<file path="config.mk">
export PLATFORM = sky130hd
export DESIGN_NAME = instruction_fetch
export DESIGN_NICKNAME = d
export VERILOG_FILES = /design/src/rtl/rv32_pkg.sv /design/src/rtl/fetch_fifo.sv /design/src/rtl/instruction_fetch.sv
export SDC_FILE = /design/constraint.sdc
export NUM_CORES = 1
export LEC_CHECK = 0
export BUFFER_PORTS_ARGS = -buffer_cell sky130_fd_sc_hd__buf_2
export CAP_MARGIN = 20
export CORE_ASPECT_RATIO = 0.8
export CORE_UTILIZATION = 56
export CTS_CLUSTER_SIZE = 16
export DETAILED_ROUTE_END_ITERATION = 16
export GPL_ROUTABILITY_DRIVEN = 0
export PLACE_DENSITY = 0.84
export SKIP_CTS_REPAIR_TIMING = 1
export SYNTH_ARGS = -nofsm -noshare
export SYNTH_HDL_FRONTEND = slang
export SYNTH_HIERARCHICAL = 1
export SYNTH_SLANG_ARGS = --single-unit
</file>
<file path="constraint.sdc">
create_clock -name clk_i -period 3.75 [get_ports clk_i]
set_input_delay 0.1875 -clock clk_i [delete_from_list [all_inputs] [get_ports clk_i]]
set_output_delay 0.1875 -clock clk_i [all_outputs]
set_load 0.02 [all_outputs]
</file>
<file path="src/rtl/rv32_pkg.sv">
// Shared types for the RV32 front end.
//   fetch_entry_t : fetched word paired with the PC it was fetched from
//   fetch_state_e : fetch sequencer states
//   word_align()  : clears the byte-offset bits of an address
package rv32_pkg;

   localparam int unsigned INSTR_BYTES = 4;
   localparam logic [31:0] ADDR_LSB_MASK = 32'h0000_0003;

   typedef struct packed {
      logic [31:0] pc;
      logic [31:0] instr;
   } fetch_entry_t;

   typedef enum logic [1:0] {
      S_BOOT,
      S_FETCH,
      S_DRAIN
   } fetch_state_e;

   function automatic logic [31:0] word_align(input logic [31:0] addr);
      return addr & ~ADDR_LSB_MASK;
   endfunction

endpackage

</file>
<file path="src/rtl/fetch_fifo.sv">
// Small synchronous FIFO with flush and a head that reads zero when empty.
// Used both for fetched instructions and for the in-order request-PC tags.
// Ports:
//   clk_i, rst_i     clock, synchronous active-high reset
//   push_i, data_i   write an entry (ignored when full unless popping too)
//   pop_i            drop the head (ignored when empty)
//   flush_i          empty the FIFO; wins over a same-cycle push/pop
//   head_o           oldest entry, zero while empty
//   count_o          number of stored entries
module fetch_fifo
   import rv32_pkg::*;
#(
   parameter type         T     = fetch_entry_t,
   parameter int unsigned DEPTH = 2,
   parameter int unsigned CW    = $clog2(DEPTH + 1)
) (
   input  logic          clk_i,
   input  logic          rst_i,
   input  logic          push_i,
   input  T              data_i,
   input  logic          pop_i,
   input  logic          flush_i,
   output T              head_o,
   output logic [CW-1:0] count_o
);

   localparam int unsigned   AW   = $clog2(DEPTH);
   localparam logic [CW-1:0] FULL = DEPTH[CW-1:0];

   T              r_mem [DEPTH];
   logic [AW-1:0] r_rd;
   logic [AW-1:0] r_wr;
   logic [CW-1:0] r_count;
   logic          w_push;
   logic          w_pop;

   assign w_pop  = pop_i && (r_count != '0);
   // A push into a full FIFO is legal only when the head leaves in the same cycle.
   assign w_push = push_i && ((r_count != FULL) || w_pop);

   always_ff @(posedge clk_i) begin
      if (rst_i || flush_i) begin
         r_rd    <= '0;
         r_wr    <= '0;
         r_count <= '0;
      end else begin
         if (w_push) r_wr <= r_wr + AW'(1);
         if (w_pop)  r_rd <= r_rd + AW'(1);
         if (w_push && !w_pop)      r_count <= r_count + CW'(1);
         else if (w_pop && !w_push) r_count <= r_count - CW'(1);
      end
   end

   always_ff @(posedge clk_i) begin
      if (!rst_i && !flush_i && w_push) r_mem[r_wr] <= data_i;
   end

   assign head_o  = (r_count != '0) ? r_mem[r_rd] : '0;
   assign count_o = r_count;

endmodule

</file>
<file path="src/rtl/instruction_fetch.sv">
// Instruction fetch front end: keeps the PC, issues in-order word requests on
// a req/gnt/rvalid memory port, buffers returned words with their PC and
// presents them on a valid/ready interface. A redirect flushes the buffer and
// drops every response still in flight.
// Ports:
//   clk_i, rst_i                   clock, synchronous active-high reset
//   imem_req_o, imem_addr_o        fetch request and word-aligned address
//   imem_gnt_i                     request accepted this cycle
//   imem_rvalid_i, imem_rdata_i    in-order response
//   redirect_i, redirect_pc_i      control-flow redirect from execute
//   instr_valid_o, instr_raw_o,
//   instr_pc_o, instr_ready_i      instruction stream to the decoder
//
// state   | meaning
// S_BOOT  | first cycle out of reset, no request
// S_FETCH | requests issued while buffer + in-flight has room
// S_DRAIN | after a redirect, waits for stale responses to be dropped
module instruction_fetch
   import rv32_pkg::*;
#(
   parameter logic [31:0] RESET_PC   = 32'h0000_0000,
   parameter int unsigned FIFO_DEPTH = 2
) (
   input  logic        clk_i,
   input  logic        rst_i,
   output logic        imem_req_o,
   output logic [31:0] imem_addr_o,
   input  logic        imem_gnt_i,
   input  logic        imem_rvalid_i,
   input  logic [31:0] imem_rdata_i,
   input  logic        redirect_i,
   input  logic [31:0] redirect_pc_i,
   output logic        instr_valid_o,
   output logic [31:0] instr_raw_o,
   output logic [31:0] instr_pc_o,
   input  logic        instr_ready_i
);

   localparam int unsigned CW      = $clog2(FIFO_DEPTH + 1);
   localparam logic [CW:0] DEPTH_W = FIFO_DEPTH[CW:0];

   fetch_state_e  r_state;
   fetch_state_e  w_state_next;
   logic [31:0]   r_pc;
   logic [CW-1:0] r_discard;
   logic [CW-1:0] w_discard_next;
   logic [CW-1:0] w_outstanding;
   logic [CW-1:0] w_out_next;
   logic [CW-1:0] w_data_count;
   logic [31:0]   w_tag_pc;
   logic          w_req;
   logic          w_grant;
   logic          w_rsp;
   logic          w_push;
   logic          w_pop;
   fetch_entry_t  w_push_entry;
   fetch_entry_t  w_data_head;

   // Never let in-flight responses exceed the free buffer space, so every
   // response that is kept always has a slot waiting for it.
   assign w_req   = (r_state == S_FETCH) &&
                    (({1'b0, w_outstanding} + {1'b0, w_data_count}) < DEPTH_W);
   assign w_grant = w_req && imem_gnt_i;
   assign w_rsp   = imem_rvalid_i && (w_outstanding != '0);
   assign w_push  = w_rsp && (r_discard == '0) && !redirect_i;
   assign w_pop   = instr_valid_o && instr_ready_i && !redirect_i;

   assign w_push_entry = {w_tag_pc, imem_rdata_i};

   // The tag queue holds the PC of every granted request; its fill level is
   // the outstanding-request count.
   fetch_fifo #(
      .T     (logic [31:0]),
      .DEPTH (FIFO_DEPTH),
      .CW    (CW)
   ) u_tag_q (
      .clk_i   (clk_i),
      .rst_i   (rst_i),
      .push_i  (w_grant),
      .data_i  (r_pc),
      .pop_i   (w_rsp),
      .flush_i (1'b0),
      .head_o  (w_tag_pc),
      .count_o (w_outstanding)
   );

   fetch_fifo #(
      .T     (fetch_entry_t),
      .DEPTH (FIFO_DEPTH),
      .CW    (CW)
   ) u_data_q (
      .clk_i   (clk_i),
      .rst_i   (rst_i),
      .push_i  (w_push),
      .data_i  (w_push_entry),
      .pop_i   (w_pop),
      .flush_i (redirect_i),
      .head_o  (w_data_head),
      .count_o (w_data_count)
   );

   always_comb begin
      w_out_next = w_outstanding;
      if (w_grant && !w_rsp)      w_out_next = w_outstanding + CW'(1);
      else if (w_rsp && !w_grant) w_out_next = w_outstanding - CW'(1);
   end

   // A redirect writes off everything still in flight after this cycle,
   // including a same-cycle grant; a same-cycle response is already gone.
   always_comb begin
      w_discard_next = r_discard;
      if (redirect_i)                       w_discard_next = w_out_next;
      else if (w_rsp && (r_discard != '0))  w_discard_next = r_discard - CW'(1);
   end

   always_comb begin
      w_state_next = r_state;
      case (r_state)
         S_BOOT:  w_state_next = S_FETCH;
         S_FETCH: w_state_next = S_FETCH;
         // Leave as the last stale response arrives so fetching resumes
         // on the very next cycle.
         S_DRAIN: if (w_discard_next == '0) w_state_next = S_FETCH;
         default: w_state_next = S_BOOT;
      endcase
      if (redirect_i) begin
         if ((r_state == S_DRAIN) || (w_out_next != '0)) w_state_next = S_DRAIN;
         else                                             w_state_next = S_FETCH;
      end
   end

   always_ff @(posedge clk_i) begin
      if (rst_i) begin
         r_state   <= S_BOOT;
         r_pc      <= RESET_PC;
         r_discard <= '0;
      end else begin
         r_state   <= w_state_next;
         r_discard <= w_discard_next;
         if (redirect_i)   r_pc <= word_align(redirect_pc_i);
         else if (w_grant) r_pc <= r_pc + 32'(INSTR_BYTES);
      end
   end

   assign imem_req_o    = w_req;
   assign imem_addr_o   = r_pc;
   assign instr_valid_o = (w_data_count != '0);
   assign instr_raw_o   = w_data_head.instr;
   assign instr_pc_o    = w_data_head.pc;

endmodule

</file>
==> results of run 1 <==
## kinds of logic after synthesis
kind of cell | synth area share [%]
multiplexers | 10.2
buffers and inverters | 2.64
other | 0.0382
flip-flops | 67.7
AND/OR/NAND/NOR | 11.4
AO/OA/AOI/OAI | 4.06
adder cells (fa/ha/maj) | 0.841
XOR/XNOR | 3.12
## critical path: stages, from the launching register on
cell,delay (ns)
dfxtp_1,0.48
and2_1,0.19
fa_1,0.41
or4b_4,0.60
clkinv_8,0.11
nand2_2,0.15
inv_2,0.17
a21boi_2,0.25
and3_1,0.20
buf_4,0.31
## cell usage after synthesis (3+ instances only)
cell type  count
a211oi_1      12
o22ai_1        7
nor2_1       120
edfxtp_1     192
mux2i_1       97
ha_1           5
clkbuf_1      11
nand4_1       12
buf_2         10
a21oi_1       14
a311oi_1       3
nand2_1       23
mux2_2         3
nand3_1       11
nor3_1        18
or3_1          3
buf_4         12
and3_1        15
xor2_1        13
and4_1         4
inv_1         11
and2_1         8
o21ai_0        9
dfxtp_1       44
xnor2_1       22
## worst max-delay path by stage
stage                                                 from                        endpoint  slack [ns]
after floorplan            u_tag_q/count_o[0]$_SDFFE_PP0P_   u_tag_q/r_mem[1][0]$_DFFE_PP_        0.34
after global placement    u_data_q/count_o[0]$_SDFFE_PP0P_  u_tag_q/r_mem[1][26]$_DFFE_PP_        0.61
after detailed placement  u_data_q/count_o[0]$_SDFFE_PP0P_  u_tag_q/r_mem[1][27]$_DFFE_PP_        0.56
after CTS                 u_data_q/count_o[0]$_SDFFE_PP0P_  u_tag_q/r_mem[1][21]$_DFFE_PP_        0.54
after global routing      u_data_q/count_o[0]$_SDFFE_PP0P_  u_tag_q/r_mem[1][24]$_DFFE_PP_        0.41
final                     u_data_q/count_o[0]$_SDFFE_PP0P_  u_tag_q/r_mem[1][26]$_DFFE_PP_        0.53
## power by group through the flow
stage	logic, mW	registers [mW]	clock network, mW
after floorplan	0.166	2.99	0
final	0.349	2.92	2.37
after detailed placement	0.310	2.98	0
after CTS	0.313	2.92	2.40
after global placement	0.300	2.97	0
after global routing	0.380	2.92	2.51
## routing by layer
metal	vias up	GRT usage, %	share of wire (%)
li1	3060	-	-
met1	3038	32.0	44
met2	257	36.3	47
met3	33	4.75	7.0
met4	0	6.25	2.1
met5	-	0	0
## flip-flops by register name, indices dropped and copies added, names as in the netlist, named ones only
signal,cells
imem_addr_o,30
r_discard,2
r_state,2
u_data_q/count_o,2
u_data_q/r_mem,128
u_data_q/r_rd,1
u_data_q/r_wr,1
u_tag_q/count_o,2
u_tag_q/r_mem,64
u_tag_q/r_rd,1
u_tag_q/r_wr,1
## cell type report
cell class	count	area [um^2]	share of cell area, %
timing repair buffer	217	1370	11.3
inverter	13	61.3	0.507
clock buffer	29	608	5.03
sequential	236	6650	55.0
multi-input combinational	443	2960	24.5
tap	220	275	2.28
clock inverter	13	170	1.41
==> summary.txt, run 1 <==
Critical path
  • CP Class: register to register
  • WP data arrival: between 3 and 4 ns
  • CP max FO: 22
  • CP endpoint kind: register
  • Worst R2R End: u_tag_q/r_mem[1][26]$_DFFE_PP_
  • Required @ worst endpoint: 3.92 ns
  • Reg2Reg Depth: 9
  • Crit path launch type: register
  • Reg2reg setup slack: 0.53 ns
  • Critical R2R Launch: u_data_q/count_o[0]$_SDFFE_PP0P_

CTS
  • Worst skew pair latency: between 0.5 and 0.6 ns
  • Clk root buf: clkbuf_16
  • CTS Buf Count: 23
  • H-tree levels: 1
  • TritonCTS clock tree: built
  • Clock sinks: approximately 240
  • CTS clk-pin slew, worst paths: 0.06 ns
  • CTS max path bufs: 3

Logic synthesis
  • Asr flop ratio synth: 0%
  • Post-synth design cell area: 9820 um^2
  • Syn. warnings: 6
  • Post-synth top area share: between 50% and 60%
  • Gate Count Post-Synth: 717
  • Distinct cells, synth: 54
  • Synth Area per Inst: 13.7 um^2
  • Synth top area cells: edfxtp_1 (59%), mux2i_1 (9.9%), dfxtp_1 (9.0%), nor2_1 (4.6%), xnor2_1 (2.0%)
  • Post-synth EDFFs: ~190
  • Seq/Total Area, Yosys: just under 70%
  • Ys flop type: edfxtp_1
  • Register bit total from synthesis: 236
  • Cell taking the most area after synthesis: edfxtp_1

Timing
  • Setup violations, final: 0
  • Fin crit period: 3.22 ns
  • Final setup skew: roughly 0.013 ns
  • Fmax: approximately 310 MHz
  • Final Hold Viols: 5
  • Final WS setup: around 0.53 ns
  • Max-slew violations: 0
  • Max-slew headroom: 32.5%
  • Hold Slack: -0.0402 ns
  • Final period util: between 80% and 90%
  • Least-Margin Pin Slew: approximately 1 ns
  • Unrepaired setup endpoints after global routing: false
  • Total negative slack: 0 ns

Global route
  • Initial antenna violation count: 0
  • Vias in the first global route: 5,845
  • First-pass GRT wire length: ~32,000 um
  • Largest net degree at the start of global routing: 65
  • Grt total ovfl: 0
  • GRT Total Usage: 22.8%

Job
  • Max cap viols: 0

Floorplan
  • Row Count: 42
  • Chip width: 150 um
  • Die Y: 120 um
  • Core box area: between 15,000 and 20,000 um^2
  • Die Area: 18,100 um^2
  • Initial Utilization: 58.2%
  • Top Ports: about 170

Route
  • DRC: 0
  • WL/cell: 17.9 um
  • First drt pass iteration count: 5
  • Overall routed net length: ~21,000 um
  • Vias after detailed routing: 6,388
  • Vias per inst: 5.46
  • Antenna Violating Nets Remaining: 0
  • First DRT Iteration DRCs: 500

Outcome
  • Failing checks: negative hold slack
  • Status: finished, violations left

Power and ir drop
  • Static Leakage: between 4 and 5 nW
  • Clk network pwr share: 42.0%
  • Overall Power: 5.64 mW
  • Combinational share of power: 6.2%
  • Sw frac: 21.2%
  • Flop pwr share: 51.8%
  • Worst IR Drop VDD: 0.351 mV
  • Int Pwr: 4.44 mW
  • Power density over cell area: 466 nW/um^2
  • Switching pwr: 1.20 mW

Finish
  • Area delta synth->final: 23.2%
  • Final core utilization: ~72%
  • # diodes: 0
  • Most common cell after layout, fill and taps aside: edfxtp_1
  • Fill cell count: 1,102
  • Commonest cells after routing, fill and taps aside: edfxtp_1 (192), buf_2 (163), nor2_1 (119), mux2i_1 (97), dlygate4sd3_1 (43)
  • Nets@finish: 1,010
  • Layout cell share with drive strength beyond 1: 24.6%
  • Final cell count without fillers: 1,171
  • Post-route cell area: 12,100 um^2

Placement
  • Placed Instance Area: ~11,000 um^2
  • Post-place setup slack: about 0.56 ns
  • Placed cell count: approximately 1,100
  • DP HPWL: between 10,000 and 15,000 um
  • Port Buffers: 163

Worst hold path
  • Worst Hold End: imem_addr_o[14]$_SDFFE_PP0P_
  • Worst hold path class: input pin to register
  • Hold depth: 3
  • Hold Crit Start: redirect_pc_i[14]
Note: power is estimated with default switching activity, not from simulation.
==> run 2: changes to the inputs <==
clock period = 3 ns   (was 3.75 ns; I/O delays follow)
==> run 2 against run 1 <==
  * Worst setup slack got worse by 0.38 ns
  * The flow still finishes with violations (negative hold slack)
  * Fmax grew 13%
  * Count of clock-buffer cells in the layout rose by 3
  * Critical path depth increased by 1
  * Design area grew 1.0%
  * Final cell count is 1.6% higher
  * Global-route usage shrank 0.15 points
  * Core utilization grew 0.73 points
  * Wire length rose by 0.81%
  * Critical path type unchanged
  * Largest power group unchanged
  * Via count up 1.6%
==> summary.txt, run 2 (synthesis results as in run 1) <==
Floorplan
  • Core box area: 16,900 um^2 (unchanged)
  • Chip width: 150 um (unchanged)
  • Die Y: 120 um (unchanged)
  • Top Ports: 168 (unchanged)
  • Die Area: 18,100 um^2 (unchanged)
  • Row Count: 42 (unchanged)
  • Initial Utilization: 58.2% (unchanged)

Outcome
  • Status: finished, violations left
  • Failing checks: negative hold slack

Global route
  • Vias in the first global route: 6,010 (+2.8%)
  • GRT Total Usage: 22.7% (-0.15 points)
  • Largest net degree at the start of global routing: 65 (unchanged)
  • Initial antenna violation count: 0 (unchanged)
  • First-pass GRT wire length: 31,500 um (-0.76%)
  • Grt total ovfl: 0 (unchanged)

Finish
  • Area of the multi-input gates: 2970 um^2 (+0.13%)
  • Post-route cell area: 12,200 um^2 (+1.0%)
  • Register area: 6650 um^2 (unchanged)
  • Nets@finish: 1,029 (+1.9%)
  • Fill cell count: 1,078 (-2.2%)
  • Area delta synth->final: 24.4%
  • Most flops, register: u_data_q/r_mem
  • Layout cell share with drive strength beyond 1: 24.3% (-0.28 points)
  • Max FFs per register: 128 (unchanged)
  • Most common cell after layout, fill and taps aside: edfxtp_1
  • Commonest cells after routing, fill and taps aside: edfxtp_1 (192), buf_2 (163), nor2_1 (119), mux2i_1 (97), dlygate4sd3_1 (57)
  • # diodes: 0 (unchanged)

Timing
  • Final Hold Viols: 1 (-4)
  • Setup violations, final: 0 (unchanged)
  • Least-Margin Pin Slew: 1.04 ns (+0.0272 ns)
  • Fmax: 351 MHz (+13%)
  • Max-slew violations: 0 (unchanged)
  • Final period util: 95.0% (+9.2 points)
  • Fin crit period: 2.85 ns (-0.366 ns)
  • Final WS setup: 0.150 ns (-0.384 ns)
  • Hold Slack: -0.0142 ns (+0.0260 ns)
  • Max-slew headroom: 30.6% (-1.8 points)
  • Unrepaired setup endpoints after global routing: false
  • Final setup skew: 0.00819 ns (-0.00493 ns)

Power and ir drop
  • Combinational share of power: 6.7% (+0.5 points)
  • Power density over cell area: 555 nW/um^2 (+19%)
  • Static Leakage: 4.43 nW (+1.1%)
  • Clk network pwr share: 39.4% (-2.6 points)
  • Worst IR Drop VDD: 0.327 mV (-7.0%)
  • Switching pwr: 1.47 mW (+23%)
  • Sw frac: 21.6% (+0.41 points)
  • Int Pwr: 5.31 mW (+20%)
  • Flop pwr share: 53.9% (+2.1 points)

CTS
  • H-tree levels: 1 (unchanged)
  • TritonCTS clock tree: built
  • Clk root buf: clkbuf_16
  • CTS max path bufs: 3 (unchanged)
  • Clock sinks: 236 (unchanged)
  • Worst skew pair latency: 0.51 ns (about the same)
  • CTS clk-pin slew, worst paths: 0.06 ns (about the same)
  • CTS Buf Count: 23 (unchanged)

Route
  • Vias after detailed routing: 6,493 (+1.6%)
  • Antenna Violating Nets Remaining: 0 (unchanged)
  • WL met1: 9130 um (-0.21%)
  • Routed wl met3: 1610 um (+8.5%)
  • WL/cell: 17.8 um (-0.80%)
  • Max Used Layer: met4
  • Met2 routed WL: 9990 um (+0.63%)
  • DRC: 0 (unchanged)
  • Overall routed net length: 21,200 um (+0.81%)
  • Vias per inst: 5.46 (about the same)
  • First drt pass iteration count: 4 (-1)
  • First DRT Iteration DRCs: 475 (-5.0%)

Placement
  • DP HPWL: 13,200 um (+1.6%)
  • Post-place setup slack: 0.188 ns (-0.373 ns)
  • Placed Instance Area: 11,000 um^2 (+0.61%)
  • Port Buffers: 163 (unchanged)

Critical path
  • CP endpoint kind: register
  • Critical R2R Launch: u_tag_q/count_o[0]$_SDFFE_PP0P_
  • Required @ worst endpoint: 3.44 ns (-0.48 ns)
  • Crit path launch type: register
  • Worst Setup SP: u_tag_q/count_o[0]$_SDFFE_PP0P_
  • WP data arrival: 3.29 ns (-0.10 ns)
  • Reg2reg setup slack: 0.15 ns (-0.38 ns)
  • CP max FO: 10 (-55%)
  • CP Class: register to register

Worst hold path
  • Hold Crit Start: redirect_pc_i[12]
  • Worst hold path class: input pin to register

Job
  • Max cap viols: 0 (unchanged)
## run 2: layer usage
metal	vias up	global-route usage, %
met1	3093	31.2
met4	0	6.63
met5	-	0
met2	256	36.4
li1	3103	-
met3	41	5.02
## run 2: worst paths after layout
check | end | cells past startpoint
worst max register to register | u_tag_q/count_o[1]$_SDFFE_PP0P_ | 10
worst min-delay path | imem_addr_o[12]$_SDFFE_PP0P_ | 3
worst max-delay path | u_tag_q/count_o[1]$_SDFFE_PP0P_ | 10
worst min register to register | u_tag_q/r_mem[1][9]$_DFFE_PP_ | 0
## run 2: power groups by stage
stage | Clock, mW | Combinational [mW] | Sequential, mW
after floorplan | 0 | 0.208 | 3.73
after global placement | 0 | 0.380 | 3.72
after detailed placement | 0 | 0.391 | 3.72
after CTS | 2.71 | 0.395 | 3.65
after global routing | 2.84 | 0.498 | 3.66
final | 2.67 | 0.457 | 3.65
## run 2: per-stage QoR
step	std cells	util [%]	setup TNS, ns	power (mW)
6_report	1190	72.4	0	6.78
5_1_grt	1190	72.4	0	7.00
4_1_cts	1133	69.1	0	6.76
3_5_place_dp	1091	64.9	0	4.11
3_3_place_gp	1091	64.9	0	4.10
2_1_floorplan	727	-	-2.85	3.94
## run 2: worst max-delay path, stage by stage (launching register included)
cell and delay, ns:
dfxtp_1 0.31, and2_1 0.16, fa_1 0.44, or4b_4 0.60, clkinv_8 0.11, nand2_2 0.06, inv_2 0.06, a21boi_2 0.23
ha_1 0.30, or3_1 0.38, a21boi_1 0.14
## run 2: cell type report
class / count / share of cell area, %
multi-input combinational: 443 / 24.3
clock buffer: 32 / 5.07
timing repair buffer: 236 / 12.8
inverter: 13 / 0.502
clock inverter: 10 / 0.614
sequential: 236 / 54.4
tap: 220 / 2.25
